$ cat config.mk
export PLATFORM = sky130hd
export DESIGN_NAME = instruction_fetch
export DESIGN_NICKNAME = d
export VERILOG_FILES = /design/src/rtl/instruction_fetch.sv
export SDC_FILE = /design/constraint.sdc
export NUM_CORES = 1
export LEC_CHECK = 0
export BUFFER_PORTS_ARGS = -buffer_cell sky130_fd_sc_hd__buf_2
export CORE_MARGIN = 5
export CORE_UTILIZATION = 40
export DETAILED_ROUTE_END_ITERATION = 6
export PLACE_DENSITY = 0.68
export SLEW_MARGIN = 5
export SYNTH_ARGS = -nofsm -noshare
export SYNTH_HDL_FRONTEND = slang
export SYNTH_SLANG_ARGS = --single-unit
$ cat constraint.sdc
create_clock -name clk -period 2.4 [get_ports clk]
set_input_delay 0.48 -clock clk [delete_from_list [all_inputs] [get_ports clk]]
set_output_delay 0.48 -clock clk [all_outputs]
set_load 0.02 [all_outputs]
$ cat src/rtl/instruction_fetch.sv
// instruction_fetch
//   Fetch stage in front of a combinational instruction memory. Holds the PC,
//   drives it straight out as the word address, and captures the returned
//   word into an output register with a valid/ready handshake toward decode.
//   Supports start, backpressure stall, redirect with flush, and halt on a
//   sentinel instruction word.
//
//   Optional build macro: FETCH_PERF_CNT_EN
//     When defined, adds fetch_count, a saturating 16-bit count of completed
//     output handshakes. It is cleared only by rst_n.
//
//   Ports
//     clk           in   clock, all state on rising edge
//     rst_n         in   asynchronous active-low reset
//     start         in   leave IDLE and begin fetching
//     im_addr       out  word address to instruction memory (= pc)
//     im_data       in   read data for im_addr, same cycle
//     redir_valid   in   redirect request
//     redir_target  in   new pc on redirect
//     out_valid     out  out_instr/out_pc hold a fetched instruction
//     out_ready     in   downstream accepts this cycle
//     out_instr     out  fetched instruction
//     out_pc        out  address of out_instr
//     halted        out  high while in HALT
//     fetch_count   out  handshake count (FETCH_PERF_CNT_EN only)
//
//   state | meaning
//   ------+--------------------------------------------------------------
//   IDLE  | after reset, pc parked at RESET_PC, waiting for start
//   RUN   | fetching one word per cycle when the output register can take it
//   HALT  | halt word fetched, pc parked on it, waiting for a redirect

module instruction_fetch #(
    parameter int                 ADDR_W    = 6,
    parameter int                 DATA_W    = 32,
    parameter logic [ADDR_W-1:0]  RESET_PC  = '0,
    parameter logic [DATA_W-1:0]  HALT_WORD = 32'hFFFF_FFFF
) (
    input  logic              clk,
    input  logic              rst_n,
    input  logic              start,
    output logic [ADDR_W-1:0] im_addr,
    input  logic [DATA_W-1:0] im_data,
    input  logic              redir_valid,
    input  logic [ADDR_W-1:0] redir_target,
    output logic              out_valid,
    input  logic              out_ready,
    output logic [DATA_W-1:0] out_instr,
    output logic [ADDR_W-1:0] out_pc,
    output logic              halted
`ifdef FETCH_PERF_CNT_EN
    ,
    output logic [15:0]       fetch_count
`endif
);

    typedef enum logic [1:0] {
        S_IDLE = 2'd0,
        S_RUN  = 2'd1,
        S_HALT = 2'd2
    } state_t;

    state_t              state_q, state_d;
    logic [ADDR_W-1:0]   pc_q, pc_d;
    logic                out_valid_q, out_valid_d;
    logic [DATA_W-1:0]   out_instr_q, out_instr_d;
    logic [ADDR_W-1:0]   out_pc_q, out_pc_d;

    logic                redirect;
    logic                fire;
    logic                is_halt_word;

    // Redirects are only honoured once fetching has been started.
    assign redirect     = redir_valid && (state_q != S_IDLE);
    assign fire         = (state_q == S_RUN) && !redir_valid && (!out_valid_q || out_ready);
    assign is_halt_word = (im_data == HALT_WORD);

    // State register
    always_ff @(posedge clk or negedge rst_n) begin
        if (!rst_n) begin
            state_q <= S_IDLE;
        end else begin
            state_q <= state_d;
        end
    end

    // Next-state logic
    always_comb begin
        state_d = state_q;
        case (state_q)
            S_IDLE: begin
                if (start) state_d = S_RUN;
            end
            S_RUN: begin
                if (redir_valid)                 state_d = S_RUN;
                else if (fire && is_halt_word)   state_d = S_HALT;
            end
            S_HALT: begin
                if (redir_valid) state_d = S_RUN;
            end
            default: state_d = S_IDLE;
        endcase
    end

    // Output logic
    always_comb begin
        halted = (state_q == S_HALT);
    end

    // Datapath: pc and output register
    always_comb begin
        pc_d        = pc_q;
        out_valid_d = out_valid_q;
        out_instr_d = out_instr_q;
        out_pc_d    = out_pc_q;
        if (redirect) begin
            // Flush wins over a same-cycle handshake: the pending word is dropped.
            pc_d        = redir_target;
            out_valid_d = 1'b0;
        end else if (fire) begin
            out_instr_d = im_data;
            out_pc_d    = pc_q;
            out_valid_d = 1'b1;
            // The halt word is presented but the pc stays parked on it.
            if (!is_halt_word) pc_d = pc_q + ADDR_W'(1);
        end else if (out_valid_q && out_ready) begin
            out_valid_d = 1'b0;
        end
    end

    always_ff @(posedge clk or negedge rst_n) begin
        if (!rst_n) begin
            pc_q        <= RESET_PC;
            out_valid_q <= 1'b0;
            out_instr_q <= '0;
            out_pc_q    <= '0;
        end else begin
            pc_q        <= pc_d;
            out_valid_q <= out_valid_d;
            out_instr_q <= out_instr_d;
            out_pc_q    <= out_pc_d;
        end
    end

    assign im_addr   = pc_q;
    assign out_valid = out_valid_q;
    assign out_instr = out_instr_q;
    assign out_pc    = out_pc_q;

`ifdef FETCH_PERF_CNT_EN
    logic [15:0] fetch_count_q, fetch_count_d;

    always_comb begin
        fetch_count_d = fetch_count_q;
        if (out_valid_q && out_ready && (fetch_count_q != 16'hFFFF)) begin
            fetch_count_d = fetch_count_q + 16'd1;
        end
    end

    always_ff @(posedge clk or negedge rst_n) begin
        if (!rst_n) begin
            fetch_count_q <= '0;
        end else begin
            fetch_count_q <= fetch_count_d;
        end
    end

    assign fetch_count = fetch_count_q;
`endif

endmodule

After elaboration in Yosys (flattened, before gate mapping) --
Index checks and enable logic that the tools add are counted.
Storage, ports and cells: latch bits 0, register bits after elaboration 47, word-level logic and storage cells 40, input port bits 43, bits in writable memories 0, memories 0, memory bits (read-only) 0, output and inout port bits 46
Cells by class: div/mod/pow operators 0, $add $sub $neg 1, $lt $le $gt $ge 0, eq/ne operators 7, bitwise operators 1, shifts and indexed selects 0, multiplexer cells 11, multipliers 0, reduce and logical (&&, ||, !) cells 15
Operators by type and width (number):
- $eq 32x32->1 const B | 1
- $mux 6 | 3
- $mux 2 | 4
- $add 6x1->6 const B | 1
- $ne 2x2->1 const B | 3
- $pmux 2 s3 | 1
- $logic_and 1x1->1 | 5
- $reduce_and 2->1 | 2
- $reduce_bool 2->1 | 2
- $mux 1 | 3
- $ne 3x2->1 const B | 1
- $reduce_and 3->1 | 1
- $reduce_bool 3->1 | 1
- $eq 2x1->1 const B | 1
- $eq 2x2->1 const B | 1
- $logic_not 1->1 | 2
- $logic_not 2->1 | 1
- $logic_or 1x1->1 | 1
- $not 1->1 | 1

Depth between registers and ports, before layout --
word-level depth 7, depth in mapped cells 7, depth with buffers taken out 5

Worst setup path before layout --
Ideal clock, no wire load.
kind input port to flip-flop, start point input out_ready, end point register pc_q[5] (netlist: im_addr[5]), arrival time 1.591 ns, path slack 0.727 ns, required time 2.318 ns, cell stages on the path 5, buffers on the path 0, library setup time 0.082 ns, cell sequence nand2b_1 > nand3_4 > or3_1 > or3_1 > a31oi_1
On the way: word-level cells in the longest chain between the ends 4
Ends and longest elaborated chain:
- start, declared | line 47 | input logic out_ready,
- $logic_or 1x1->1 | line 75 | assign fire = (state_q == S_RUN) && !redir_valid && (!out_valid_q || out_ready);
- $logic_and 1x1->1 | line 75
- $reduce_bool 2->1 (no line)
- $reduce_and 2->1 (no line)
- end signal, assigned | line 138 | pc_q <= pc_d;
- end, declared | line 64 | logic [ADDR_W-1:0] pc_q, pc_d;
Every way passes these cells. A chain may end at the register's enable or synchronous reset.

Worst setup path after layout --
start point register state_q[1], end point register pc_q[5] (netlist: im_addr[5])
On the way: word-level cells in the longest chain between the ends 5, elaborated cells on any way between the ends 9, classes of those cells 2 x eq/ne; 1 x mux; 6 x reduce/logical
Ends and longest elaborated chain:
- start, declared | line 63 | state_t state_q, state_d;
- start signal, assigned | line 83 | state_q <= state_d;
- $eq 2x1->1 | line 75
- $logic_and 1x1->1 (2 in a row) | line 75
- $reduce_bool 2->1 (no line)
- $reduce_and 2->1 (no line)
Parallel ways exist; a longest one is shown, timed or not.

==> impl_metrics.json <==
{
  "arrival_ns": 2.01,
  "drt_iter0_markers": 82,
  "worstRegToRegCells": 5,
  "finalCoreUtilization_pct": 55.5,
  "initial_core_util_pct": 41.9,
  "hold_path_class": "in -> async",
  "r2r-end": "im_addr[5]$_DFFE_PN0P_",
  "die-area_um2": 6530,
  "cts.repair.resized": 0,
  "rsz0062_at_grt": "false",
  "drcViolationCount": 0,
  "worst_ep_required_time_ns": 2.62,
  "clkTransAtPathRegs_ns": 0.09,
  "core_area_um2": 4790,
  "die_h_um": 80.8,
  "routabilityCongestion": 0.767,
  "clkLatencyLatePin_ns": 0.29,
  "max_freq_mhz": 557,
  "wl_per_cell_um": 13.2,
  "antenna_found_initial": 0,
  "final_common_cell": "nand2_1",
  "clkSinkCount": 47,
  "synth_cell_types": 25,
  "diodes": 0,
  "rows": 25,
  "cts_tree": "yes",
  "period_needed_ns": 1.79,
  "vias_per_cell": 4.82,
  "end_kind": "flop",
  "mostFrequentLayoutCells": "117 x nand2_1, 88 x buf_2, 47 x dfrtp_1, 9 x nand4_1, 8 x nor2_1",
  "synth_nets": 275,
  "path_max_fanout": 12,
  "die_x_um": 80.8,
  "via_count": 1872,
  "post-route-period-util_pct": 74.7,
  "drive_above_1_share_pct": 32.1,
  "dp_hpwl_mm": 3.92,
  "drt-total-wl_mm": 5.12,
  "ys_ff_latch": 47,
  "p_per_area_nw_per_um2": 793,
  "avgSynthCellArea_um2": 8.68,
  "slew_headroom_pct": 52.7,
  "yosys_warnings": 0,
  "ctsLongestPathBuffers": 2,
  "synth_cells": 231,
  "synthTopCellsByArea": "dfrtp_1 59%, nand2_1 22%, nand4_1 2.8%, a31oi_1 1.9%, or3_1 1.6%",
  "cts_buffers": 5,
  "skew_ns": 0.00424,
  "hold_viol_final": 0,
  "holdWs_ns": 0.0304,
  "drv_slew": 0,
  "area_growth_pct": 32.5,
  "pin_count": 89,
  "cap_violations": 0,
  "r2r-start": "state_q[1]$_DFFE_PN0P_",
  "grt_max_degree": 35,
  "nets": 364,
  "clockRootBuffer": "clkbuf_8",
  "postCtsHoldBufs": 0,
  "max-vdd-ir-drop_v": 0.000338,
  "overflow": 0,
  "synth_top_area_share_pct": 58.7,
  "p_leak_nw": 1.46,
  "syn_area_um2": 2000,
  "yosysSeqAreaShare_pct": 58.7,
  "r2r_slack_ns": 0.61,
  "grt_pass1_vias": 1850,
  "outcome": "complete, no violations",
  "post_cts_buffers": 0,
  "cts.htree.levels": 2,
  "worstMarginPinSlew_ns": 0.705,
  "portBuffers": 88,
  "ant_nets": 0,
  "grt_pass1_wl_mm": 8.34,
  "drt_pass1_iterations": 4,
  "yosys.area.top_type": "dfrtp_1",
  "finalSetupViolCount": 0,
  "fillers": 495,
  "critPathLaunchType": "flop",
  "finalSetupTns_ns": 0,
  "grt_use_total_pct": 16.4,
  "path_class": "reg -> reg"
}
power breakdown:
| group | total [mW] | internal (mW) | switching [mW] |
|---|---|---|---|
| sequential | 0.958 | 0.895 | 0.0628 |
| clock | 0.674 | 0.416 | 0.258 |
| combinational | 0.475 | 0.163 | 0.312 |
cells in the mapped netlist:
cell type and n:
nor2_4 1, nor3_1 3, o21ai_0 3, nand2_1 117
o31ai_1 1, ha_1 1, clkbuf_1 8, nand4_1 9
nor2_1 8, o21ba_1 1, or3_1 5, or4_1 1
buf_2 4, o21a_1 1, o21ai_1 4, a21oi_1 1
nand3_4 1, a211oi_1 1, nand3_1 2, nor4_1 1
dfrtp_1 47, nor2b_1 1, nand2b_1 2, and3_1 2
a31oi_1 6
worst max path at each step:
stage / startpoint / endpoint / slack (ns) / depth (start not counted)
2_1_floorplan: out_ready / im_addr[5]$_DFFE_PN0P_ / 0.73 / 5
3_3_place_gp: im_data[15] / im_addr[3]$_DFFE_PN0P_ / 0.51 / 6
3_5_place_dp: out_ready / im_addr[5]$_DFFE_PN0P_ / 0.46 / 6
4_1_cts: state_q[1]$_DFFE_PN0P_ / im_addr[5]$_DFFE_PN0P_ / 0.60 / 5
5_1_grt: state_q[1]$_DFFE_PN0P_ / im_addr[5]$_DFFE_PN0P_ / 0.48 / 5
6_report: state_q[1]$_DFFE_PN0P_ / im_addr[5]$_DFFE_PN0P_ / 0.61 / 5
through the flow:
step	setup WS (ns)	power, mW	std cells	area, um2
2_1_floorplan	0.727	1.24	231	2000
3_3_place_gp	0.515	1.45	380	2520
3_5_place_dp	0.461	1.46	380	2520
4_1_cts	0.602	2.14	388	2660
5_1_grt	0.476	2.22	388	2660
6_report	0.606	2.11	388	2660
worst max-delay path, stage by stage, from the launching register on:
cell and delay (ns):
dfrtp_1 0.47, nor2_4 0.16, nand3_4 0.16, or3_1 0.43, or3_1 0.32, a31oi_1 0.19
flip-flops by register name, indices dropped and copies added (netlist names):
register / cells
im_addr: 6
state_q: 2
out_pc: 6
out_valid: 1
out_instr: 32
layer usage:
layer,track usage (%),vias up,share of wire (%)
li1,-,932,-
met1,21.6,870,45
met2,26.7,66,46
met3,5.10,4,8.6
met4,4.05,0,0.61
met5,0,-,0
cell type report:
| cell class | instances | area [um2] | area share, % |
|---|---|---|---|
| Clock buffer | 6 | 72.6 | 2.73 |
| Timing Repair Buffer | 94 | 485 | 18.3 |
| Multi-Input combinational cell | 172 | 778 | 29.3 |
| Tap cell | 67 | 83.8 | 3.16 |
| Clock inverter | 2 | 60.1 | 2.26 |
| Sequential cell | 47 | 1180 | 44.3 |
kinds of logic (layout without fill, tap and decap cells):
group / count (synthesis) / in the layout / share of synthesized area, %
AOI/OAI and AO/OA: 18 / 18 / 5.49
adders and majority gates: 1 / 1 / 0.624
DFF: 47 / 47 / 58.7
and+or+nand+nor: 153 / 153 / 32.7
buffers and inverters: 12 / 102 / 2.50
(Power assumes the default switching activity.)
